### src/rtl/arb_client.sv
// Requester-side front end for a round-robin arbiter: buffers words, requests the bus,
// drains bounded bursts on grant. Optional watchdog enabled by ARB_CLIENT_TIMEOUT_EN.
module arb_client #(
  parameter int DATA_W     = 8,
  parameter int FIFO_DEPTH = 8,
  parameter int BURST_LEN  = 4,
  parameter int TIMEOUT    = 64
) (
  input  logic                          clk,
  input  logic                          rst,
  input  logic                          wr_valid,
  output logic                          wr_ready,
  input  logic [DATA_W-1:0]             wr_data,
  output logic                          req,
  input  logic                          gnt,
  output logic                          bus_valid,
  output logic [DATA_W-1:0]             bus_data,
  output logic [$clog2(FIFO_DEPTH):0]   level,
  output logic                          timeout_err
);

  localparam int AW = $clog2(FIFO_DEPTH);
  localparam int LW = AW + 1;
  localparam int BW = (BURST_LEN > 1) ? $clog2(BURST_LEN) : 1;

  typedef enum logic [1:0] {S_IDLE, S_REQ, S_XFER, S_REL} state_t;

  state_t              state_reg, state_next;
  logic                req_reg, req_next;
  logic [DATA_W-1:0]   mem [FIFO_DEPTH];
  logic [AW-1:0]       wr_ptr_reg, rd_ptr_reg;
  logic [LW-1:0]       level_reg;
  logic [BW-1:0]       beat_reg;
  logic                bus_valid_reg;
  logic [DATA_W-1:0]   bus_data_reg;
  logic                wr_en, pop, beat_last, timeout_hit;

  assign wr_ready  = (level_reg != LW'(FIFO_DEPTH));
  assign wr_en     = wr_valid & wr_ready;
  assign pop       = (state_reg == S_XFER) & gnt & (level_reg != '0);
  assign beat_last = (beat_reg == BW'(BURST_LEN - 1));

  // Storage has no reset so it can map onto block RAM.
  always_ff @(posedge clk) begin
    if (wr_en)
      mem[wr_ptr_reg] <= wr_data;
  end

  always_ff @(posedge clk) begin
    if (rst) begin
      wr_ptr_reg <= '0;
      rd_ptr_reg <= '0;
      level_reg  <= '0;
    end else begin
      if (wr_en)
        wr_ptr_reg <= wr_ptr_reg + 1'b1;
      if (pop)
        rd_ptr_reg <= rd_ptr_reg + 1'b1;
      case ({wr_en, pop})
        2'b10:   level_reg <= level_reg + 1'b1;
        2'b01:   level_reg <= level_reg - 1'b1;
        default: level_reg <= level_reg;
      endcase
    end
  end

  // The registered read port doubles as the bus output register.
  always_ff @(posedge clk) begin
    if (rst) begin
      bus_valid_reg <= 1'b0;
      bus_data_reg  <= '0;
    end else begin
      bus_valid_reg <= pop;
      if (pop)
        bus_data_reg <= mem[rd_ptr_reg];
    end
  end

  // Held at zero outside XFER, so it is clear on every entry to XFER.
  always_ff @(posedge clk) begin
    if (rst || state_reg != S_XFER)
      beat_reg <= '0;
    else if (pop)
      beat_reg <= beat_reg + 1'b1;
  end

`ifdef ARB_CLIENT_TIMEOUT_EN
  localparam int WW = (TIMEOUT > 2) ? $clog2(TIMEOUT) : 1;
  logic [WW-1:0] wait_reg;

  always_ff @(posedge clk) begin
    if (rst || state_reg != S_REQ)
      wait_reg <= '0;
    else if (!gnt)
      wait_reg <= wait_reg + 1'b1;
  end

  assign timeout_hit = (state_reg == S_REQ) & ~gnt & (wait_reg == WW'(TIMEOUT - 1));
`else
  assign timeout_hit = 1'b0;
`endif

  always_ff @(posedge clk) begin
    if (rst) begin
      state_reg <= S_IDLE;
      req_reg   <= 1'b0;
    end else begin
      state_reg <= state_next;
      req_reg   <= req_next;
    end
  end

  always_comb begin
    state_next = state_reg;
    case (state_reg)
      S_IDLE: if (level_reg != '0) state_next = S_REQ;
      S_REQ: begin
        if (gnt)
          state_next = S_XFER;
        else if (timeout_hit)
          state_next = S_REL;
      end
      // Without a pop the grant was lost or the FIFO ran dry.
      S_XFER: if (!pop || beat_last) state_next = S_REL;
      S_REL:  state_next = S_IDLE;
      default: state_next = S_IDLE;
    endcase
  end

  always_comb begin
    req_next    = (state_next == S_REQ) || (state_next == S_XFER);
    timeout_err = timeout_hit;
  end

  assign req       = req_reg;
  assign bus_valid = bus_valid_reg;
  assign bus_data  = bus_data_reg;
  assign level     = level_reg;

endmodule
### config.mk
export PLATFORM = sky130hd
export DESIGN_NAME = arb_client
export DESIGN_NICKNAME = d
export VERILOG_FILES = /design/src/rtl/arb_client.sv
export SDC_FILE = /design/constraint.sdc
export NUM_CORES = 1
export LEC_CHECK = 0
export CAP_MARGIN = 30
export CELL_PAD_IN_SITES_DETAIL_PLACEMENT = 1
export CELL_PAD_IN_SITES_GLOBAL_PLACEMENT = 1
export CORE_ASPECT_RATIO = 1.2
export CORE_MARGIN = 4
export CORE_UTILIZATION = 50
export CTS_BUF_LIST = sky130_fd_sc_hd__clkbuf_4 sky130_fd_sc_hd__clkbuf_8
export DETAILED_ROUTE_END_ITERATION = 12
export GPL_ROUTABILITY_DRIVEN = 0
export HOLD_SLACK_MARGIN = 0.12
export PLACE_DENSITY = 0.76
export SLEW_MARGIN = 40
export SYNTH_ARGS = -nofsm -noshare
export SYNTH_HDL_FRONTEND = slang
export SYNTH_SLANG_ARGS = --single-unit
### constraint.sdc
create_clock -name clk -period 3.7 [get_ports clk]
set_input_delay 0.74 -clock clk [delete_from_list [all_inputs] [get_ports clk]]
set_output_delay 0.74 -clock clk [all_outputs]
set_load 0.005 [all_outputs]
## After elaboration in Yosys (flattened, before gate mapping)

Memory sizes are Yosys's and may differ from the RTL's. A register that Yosys moved wholly into a read port is not among the register bits.
Cells that the tools add are included.
Widths: inputs -> output; s select.

- Bits in registers: 16
- Bits in writable memories: 64
- Input port bits: 12
- Word-level logic and storage cells: 40
- Memories: 1

Memory list:

| memory | words | bits a word | read ports | clocked after memory_dff | write ports | line | RTL |
|---|---|---|---|---|---|---|---|
| mem | 8 | 8 | 1 | 1 | 1 | 30 | `logic [DATA_W-1:0] mem [FIFO_DEPTH];` |

- $add $sub $neg: 5
- Eq/ne operators: 10
- Muxes and demuxes: 7
- Bitwise operators: 3
- Reductions and logical operators: 7

Operator list:

| cell | number |
|---|---|
| $eq 2x2->1 const B | 5 |
| $pmux 2 s4 | 1 |
| $pmux 4 s2 | 1 |
| $add 3x1->3 const B | 2 |
| $eq 2x1->1 const B | 3 |
| $mux 2 | 3 |
| $add 4x1->4 const B | 1 |
| $ne 4x4->1 const B | 1 |
| $reduce_bool 4->1 | 1 |
| $sub 4x1->4 const B | 1 |
| $and 1x1->1 | 3 |
| $logic_or 1x1->1 | 3 |
| $add 2x1->2 const B | 1 |
| $logic_not 2->1 | 1 |
| $mux 1 | 2 |
| $ne 2x2->1 const B | 1 |
| $reduce_bool 2->1 | 1 |
| $logic_not 1->1 | 1 |

## Logic depth before layout (Yosys ltp)

- Depth after elaboration: 9
- Mapped depth: 11
- Depth with buffers taken out: 9

## Worst setup path after synthesis

OpenSTA, ideal clock, no wires.

- Path type: register to register
- Start: register level_reg[3], in the netlist level[3]
- End: register level_reg[3], in the netlist level[3]
- Setup time: 0.121 ns
- Arrival: 2.484 ns
- Data required time: 3.579 ns
- Path slack: 1.095 ns
- Cell stages (with the launch flop): 8
- Path buffers: 1
- Clock period less this slack: 2.605 ns
- Cell sequence: dfxtp_1 -> o41a_4 -> and2_4 -> buf_6 -> ha_1 -> or3_2 -> o32ai_1 -> mux2_2

- Longest elaborated chain between the ends: 4
- Elaborated cells between the ends (all ways): 10

RTL lines:

| item | line | RTL |
|---|---|---|
| start: declaration | 32 | `logic [LW-1:0] level_reg;` |
| start signal: assignment | 60 | `2'b10: level_reg <= level_reg + 1'b1;` |
| start signal: assignment | 61 | `2'b01: level_reg <= level_reg - 1'b1;` |
| start signal: assignment | 62 | `default: level_reg <= level_reg;` |
| $reduce_bool 4->1 (*) | 40 | `assign pop = (state_reg == S_XFER) & gnt & (level_reg != '0);` |
| $and 1x1->1 (*) | 40 |  |
| net pop | 36 | `logic wr_en, pop, beat_last, timeout_hit;` |
| $eq 2x1->1 or $eq 2x2->1 (tied branches) | 59 | `case ({wr_en, pop})` |
| $pmux 4 s2 or $reduce_bool 2->1 (tied branches) | -- |  |

The timed path passes the listed nets; every way through them passes the cells marked *.
A chain may end at the register's enable or synchronous reset.

## Final worst setup path

- Start: input port gnt
- End: register level_reg[3], in the netlist level[3]

- Longest elaborated chain between the ends: 4
- Elaborated cells between the ends (all ways): 6

RTL lines:

| item | line | RTL |
|---|---|---|
| start: declaration | 15 | `input logic gnt,` |
| $and 1x1->1 (*) (2 in series) | 40 |  |
| $eq 2x1->1 or $eq 2x2->1 (tied branches) | 59 |  |
| $pmux 4 s2 or $reduce_bool 2->1 (tied branches) | -- |  |

Every way passes the cells marked *; elsewhere a longest branch is shown, timed or not.

==> summary.json <==
{
  "largest_register_ffs": {"value": 64},
  "synth_area_leaders": {"value": "sky130_fd_sc_hd__edfxtp_1 (54%), sky130_fd_sc_hd__dfxtp_1 (14%), sky130_fd_sc_hd__mux4_2 (10%)"},
  "most_common_cell_in_the_netlist": {"value": "sky130_fd_sc_hd__edfxtp_1"},
  "cts.path.max_buffers": {"value": 2},
  "synth-adder-area-share": {"value": 0.02112},
  "antenna-diode-count": {"value": 0},
  "min_delay_path_depth": {"value": 2},
  "dpl.cell_count": {"value": 330},
  "layoutNonFillerInstCount": {"value": 346},
  "postRouteAntennaNets": {"value": 0},
  "max_stage_delay": {"value": 0.54, "unit": "ns"},
  "tritoncts": {"value": "done"},
  "synth_xor_area_frac": {"value": 0.02182},
  "die_h": {"value": 100.4, "unit": "µm"},
  "drtPass1Iterations": {"value": 4},
  "yosys.area.top_type_share": {"value": 0.5407},
  "cts_inserted_buffers": {"value": 9},
  "finalHoldViolations": {"value": 0},
  "post_cts.repair.setup_buffers": {"value": 0},
  "met3RoutedLength": {"value": 172, "unit": "µm"},
  "drv.max_cap_violation_count": {"value": 0},
  "design.core.area": {"value": 6895, "unit": "µm²"},
  "critical_path.startpoint_type": {"value": "input pin"},
  "sum_neg_setup_slack": {"value": 0, "unit": "ns"},
  "syn_avg_cell_area": {"value": 16.23, "unit": "µm²"},
  "grt_overflow_total": {"value": 0},
  "final.setup_skew": {"value": 0.01172, "unit": "ns"},
  "synthTopCellsByCount": {"value": "sky130_fd_sc_hd__edfxtp_1 (64), sky130_fd_sc_hd__dfxtp_1 (24), sky130_fd_sc_hd__nor2_1 (21)"},
  "grt_max_degree": {"value": 26},
  "drive_above_1_share": {"value": 0.2124},
  "multi_input_comb_area": {"value": 1051, "unit": "µm²"},
  "cts-htree-levels": {"value": 3},
  "post-route-util": {"value": 0.5906},
  "postSynthNetCount": {"value": 237},
  "seqPwrFrac": {"value": 0.599},
  "synth_compound_area_frac": {"value": 0.03977},
  "post_synth_and_or_nand_nor_area_fraction": {"value": 0.09891},
  "clock-root-buffer": {"value": "sky130_fd_sc_hd__clkbuf_8"},
  "timing_worst_slew_pin_value": {"value": 0.5324, "unit": "ns"},
  "number_of_antenna_violations_at_the_first_check_in_global_routing": {"value": 0},
  "detailedPlacementHpwl": {"value": 4551, "unit": "µm"},
  "outcome": {"value": "finished clean"},
  "ctsHoldBuffers": {"value": 0},
  "synthesis.instances": {"value": 219},
  "yosysTopAreaCell": {"value": "sky130_fd_sc_hd__edfxtp_1"},
  "layout.area.seq": {"value": 2404, "unit": "µm²"},
  "power.ir.vdd_worst": {"value": 0.0003357, "unit": "V"},
  "post_cts.resized_instances": {"value": 0},
  "crit_path_cell_trace": {"value": "clkdlybuf4s50_1 -> o41a_4 -> and2_4 -> ha_1 -> or3_2 -> o32ai_1 -> mux2_2"},
  "remaining_drc_errors": {"value": 0},
  "grt_pass1_vias": {"value": 1943},
  "post-route-period-util": {"value": 0.7728},
  "placed_area": {"value": 3892, "unit": "µm²"},
  "asyncSetResetFlopFracSynth": {"value": 0},
  "crit_required": {"value": 3.95, "unit": "ns"},
  "max_clock_freq": {"value": 349.7, "unit": "MHz"},
  "insertion_delay": {"value": 0.35, "unit": "ns"},
  "dr_wl_met2": {"value": 3552, "unit": "µm"},
  "cts.sink_count": {"value": 88},
  "highest-signal-layer": {"value": "met4"},
  "hold_class": {"value": "reg -> reg"},
  "ys_ff_latch": {"value": 88},
  "power_density": {"value": 455.9, "unit": "nW/µm²"},
  "worstSetupPathType": {"value": "in -> reg"},
  "synth_top_family_by_area": {"value": "multiplexers"},
  "die_width": {"value": 84.97, "unit": "µm"},
  "nets": {"value": 272},
  "synth_cell_types": {"value": 42},
  "crit_path_max_fanout": {"value": 13},
  "regToRegSetupSlack": {"value": 0.97, "unit": "ns"},
  "maxSlewHeadroom": {"value": 0.6418},
  "final_cell_area": {"value": 4073, "unit": "µm²"},
  "global_route.usage.total": {"value": 0.1712},
  "wl": {"value": 6825, "unit": "µm"},
  "internal_power": {"value": 1.409, "unit": "mW"},
  "endpoint_kind": {"value": "register"},
  "finalCriticalPeriod": {"value": 2.859, "unit": "ns"},
  "post_synth_instance_area": {"value": 3555, "unit": "µm²"},
  "static-leakage-power": {"value": 1.329, "unit": "nW"},
  "portBuffers": {"value": 26},
  "r2r_end": {"value": "level[3]"},
  "floorplan.initialDensity": {"value": 0.5155},
  "synth_edf_count": {"value": 64},
  "setup-violations-final": {"value": 0},
  "arrival": {"value": 3.11, "unit": "ns"},
  "synth.area.mux_share": {"value": 0.1130},
  "share_comb_of_total_power": {"value": 0.078},
  "detail_route.vias_per_cell": {"value": 5.595},
  "avgRoutedWirePerCell": {"value": 19.73, "unit": "µm"},
  "setup_repair_after_global_routing_missed_its_margin": {"value": "false"},
  "cts.clk_slew.worst_paths": {"value": 0.09, "unit": "ns"},
  "grt_pass1_wl": {"value": 10650, "unit": "µm"},
  "dominantRegCellSynth": {"value": "sky130_fd_sc_hd__edfxtp_1"},
  "hold_path_startpoint": {"value": "bus_data[1]"},
  "pin_count": {"value": 28},
  "reg2regPathDepth": {"value": 6},
  "worst_path_max_delay_cell": {"value": "sky130_fd_sc_hd__clkdlybuf4s50_1"},
  "r2r_start": {"value": "level[0]"},
  "net-switching-power": {"value": 0.4477, "unit": "mW"},
  "floorplan.die_area": {"value": 8528, "unit": "µm²"},
  "n_fill_cell": {"value": 649},
  "power_frac_clock": {"value": 0.323},
  "drt_first_iter_violations": {"value": 118},
  "area_growth": {"value": 14.57, "unit": "%"},
  "yosysSeqAreaShare": {"value": 0.6758},
  "hold_end": {"value": "bus_data[1]"},
  "row_count": {"value": 33},
  "swShare": {"value": 0.2411},
  "routedLengthMet1": {"value": 3018, "unit": "µm"},
  "slew_viol_final": {"value": 0},
  "yosysWarnings": {"value": 0},
  "detailed_route_via_count": {"value": 1936}
}
## worst max-delay path: cells and delay by family
family	cells	cell delay, ns
compound gates	2	0.38
fa+ha+maj	1	0.33
buf+inv	1	0.54
mux	1	0.36
simple gates	2	0.75
## worst max-delay path by stage
stage	from	endpoint	slack, ns	cells past startpoint
after CTS	gnt	level[3]	0.85	7
after global routing	gnt	level[2]	0.74	10
after detailed placement	gnt	level[3]	0.47	7
after floorplan	level[3]	level[3]	1.10	7
final	gnt	level[3]	0.84	7
after global placement	gnt	level[3]	0.52	7
## cell families (layout without fill, tap and decap cells)
family / count (synthesis) / after routing
adder cells (fa/ha/maj): 6 / 6
AO/OA/AOI/OAI: 20 / 20
AND/OR/NAND/NOR: 63 / 63
XOR/XNOR: 8 / 8
other: 1 / 1
multiplexers: 20 / 20
flip-flops: 88 / 88
buffers and inverters: 13 / 53
## power groups by stage
stage / Sequential [mW] / Combinational, mW / Clock [mW]
floorplan: 1.13 / 0.0921 / 0
global placement: 1.13 / 0.143 / 0
detailed placement: 1.14 / 0.146 / 0
CTS: 1.11 / 0.147 / 0.616
global route: 1.12 / 0.158 / 0.670
finish: 1.11 / 0.144 / 0.600
## metrics by stage
step | setup slack [ns] | total power, mW | hold WS, ns
6_report | 0.8408 | 1.857 | 0.5045
3_5_place_dp | 0.4660 | 1.282 | 0.4905
3_3_place_gp | 0.5220 | 1.277 | 0.4806
5_1_grt | 0.7422 | 1.946 | 0.5314
4_1_cts | 0.8514 | 1.875 | 0.5029
2_1_floorplan | 1.095 | 1.220 | 0.4841
## routing by layer
layer	global-route usage	vias up
met5	0	-
met4	0.07674	0
met3	0.02463	6
met2	0.2829	37
met1	0.2255	982
li1	-	911
## cells in the final DEF, fill, tap and decap left out, types with 4 or more instances in the layout
master	count
sky130_fd_sc_hd__a21oi_1	5
sky130_fd_sc_hd__o22ai_1	8
sky130_fd_sc_hd__edfxtp_1	64
sky130_fd_sc_hd__clkdlybuf4s50_1	25
sky130_fd_sc_hd__ha_1	6
sky130_fd_sc_hd__dfxtp_1	23
sky130_fd_sc_hd__clkbuf_8	9
sky130_fd_sc_hd__buf_4	9
sky130_fd_sc_hd__mux4_2	16
sky130_fd_sc_hd__nor3_1	15
sky130_fd_sc_hd__nor2_1	21
sky130_fd_sc_hd__xor2_1	4
sky130_fd_sc_hd__nor2b_1	4
## cell type report
| type | instances | area share |
|---|---|---|
| tap | 87 | 0.02673 |
| timing repair buffer | 35 | 0.07926 |
| inverter | 2 | 0.001843 |
| sequential | 88 | 0.5902 |
| clock inverter | 7 | 0.01352 |
| clock buffer | 9 | 0.03041 |
| multi-input combinational | 118 | 0.2581 |
(Power assumes the default switching activity.)
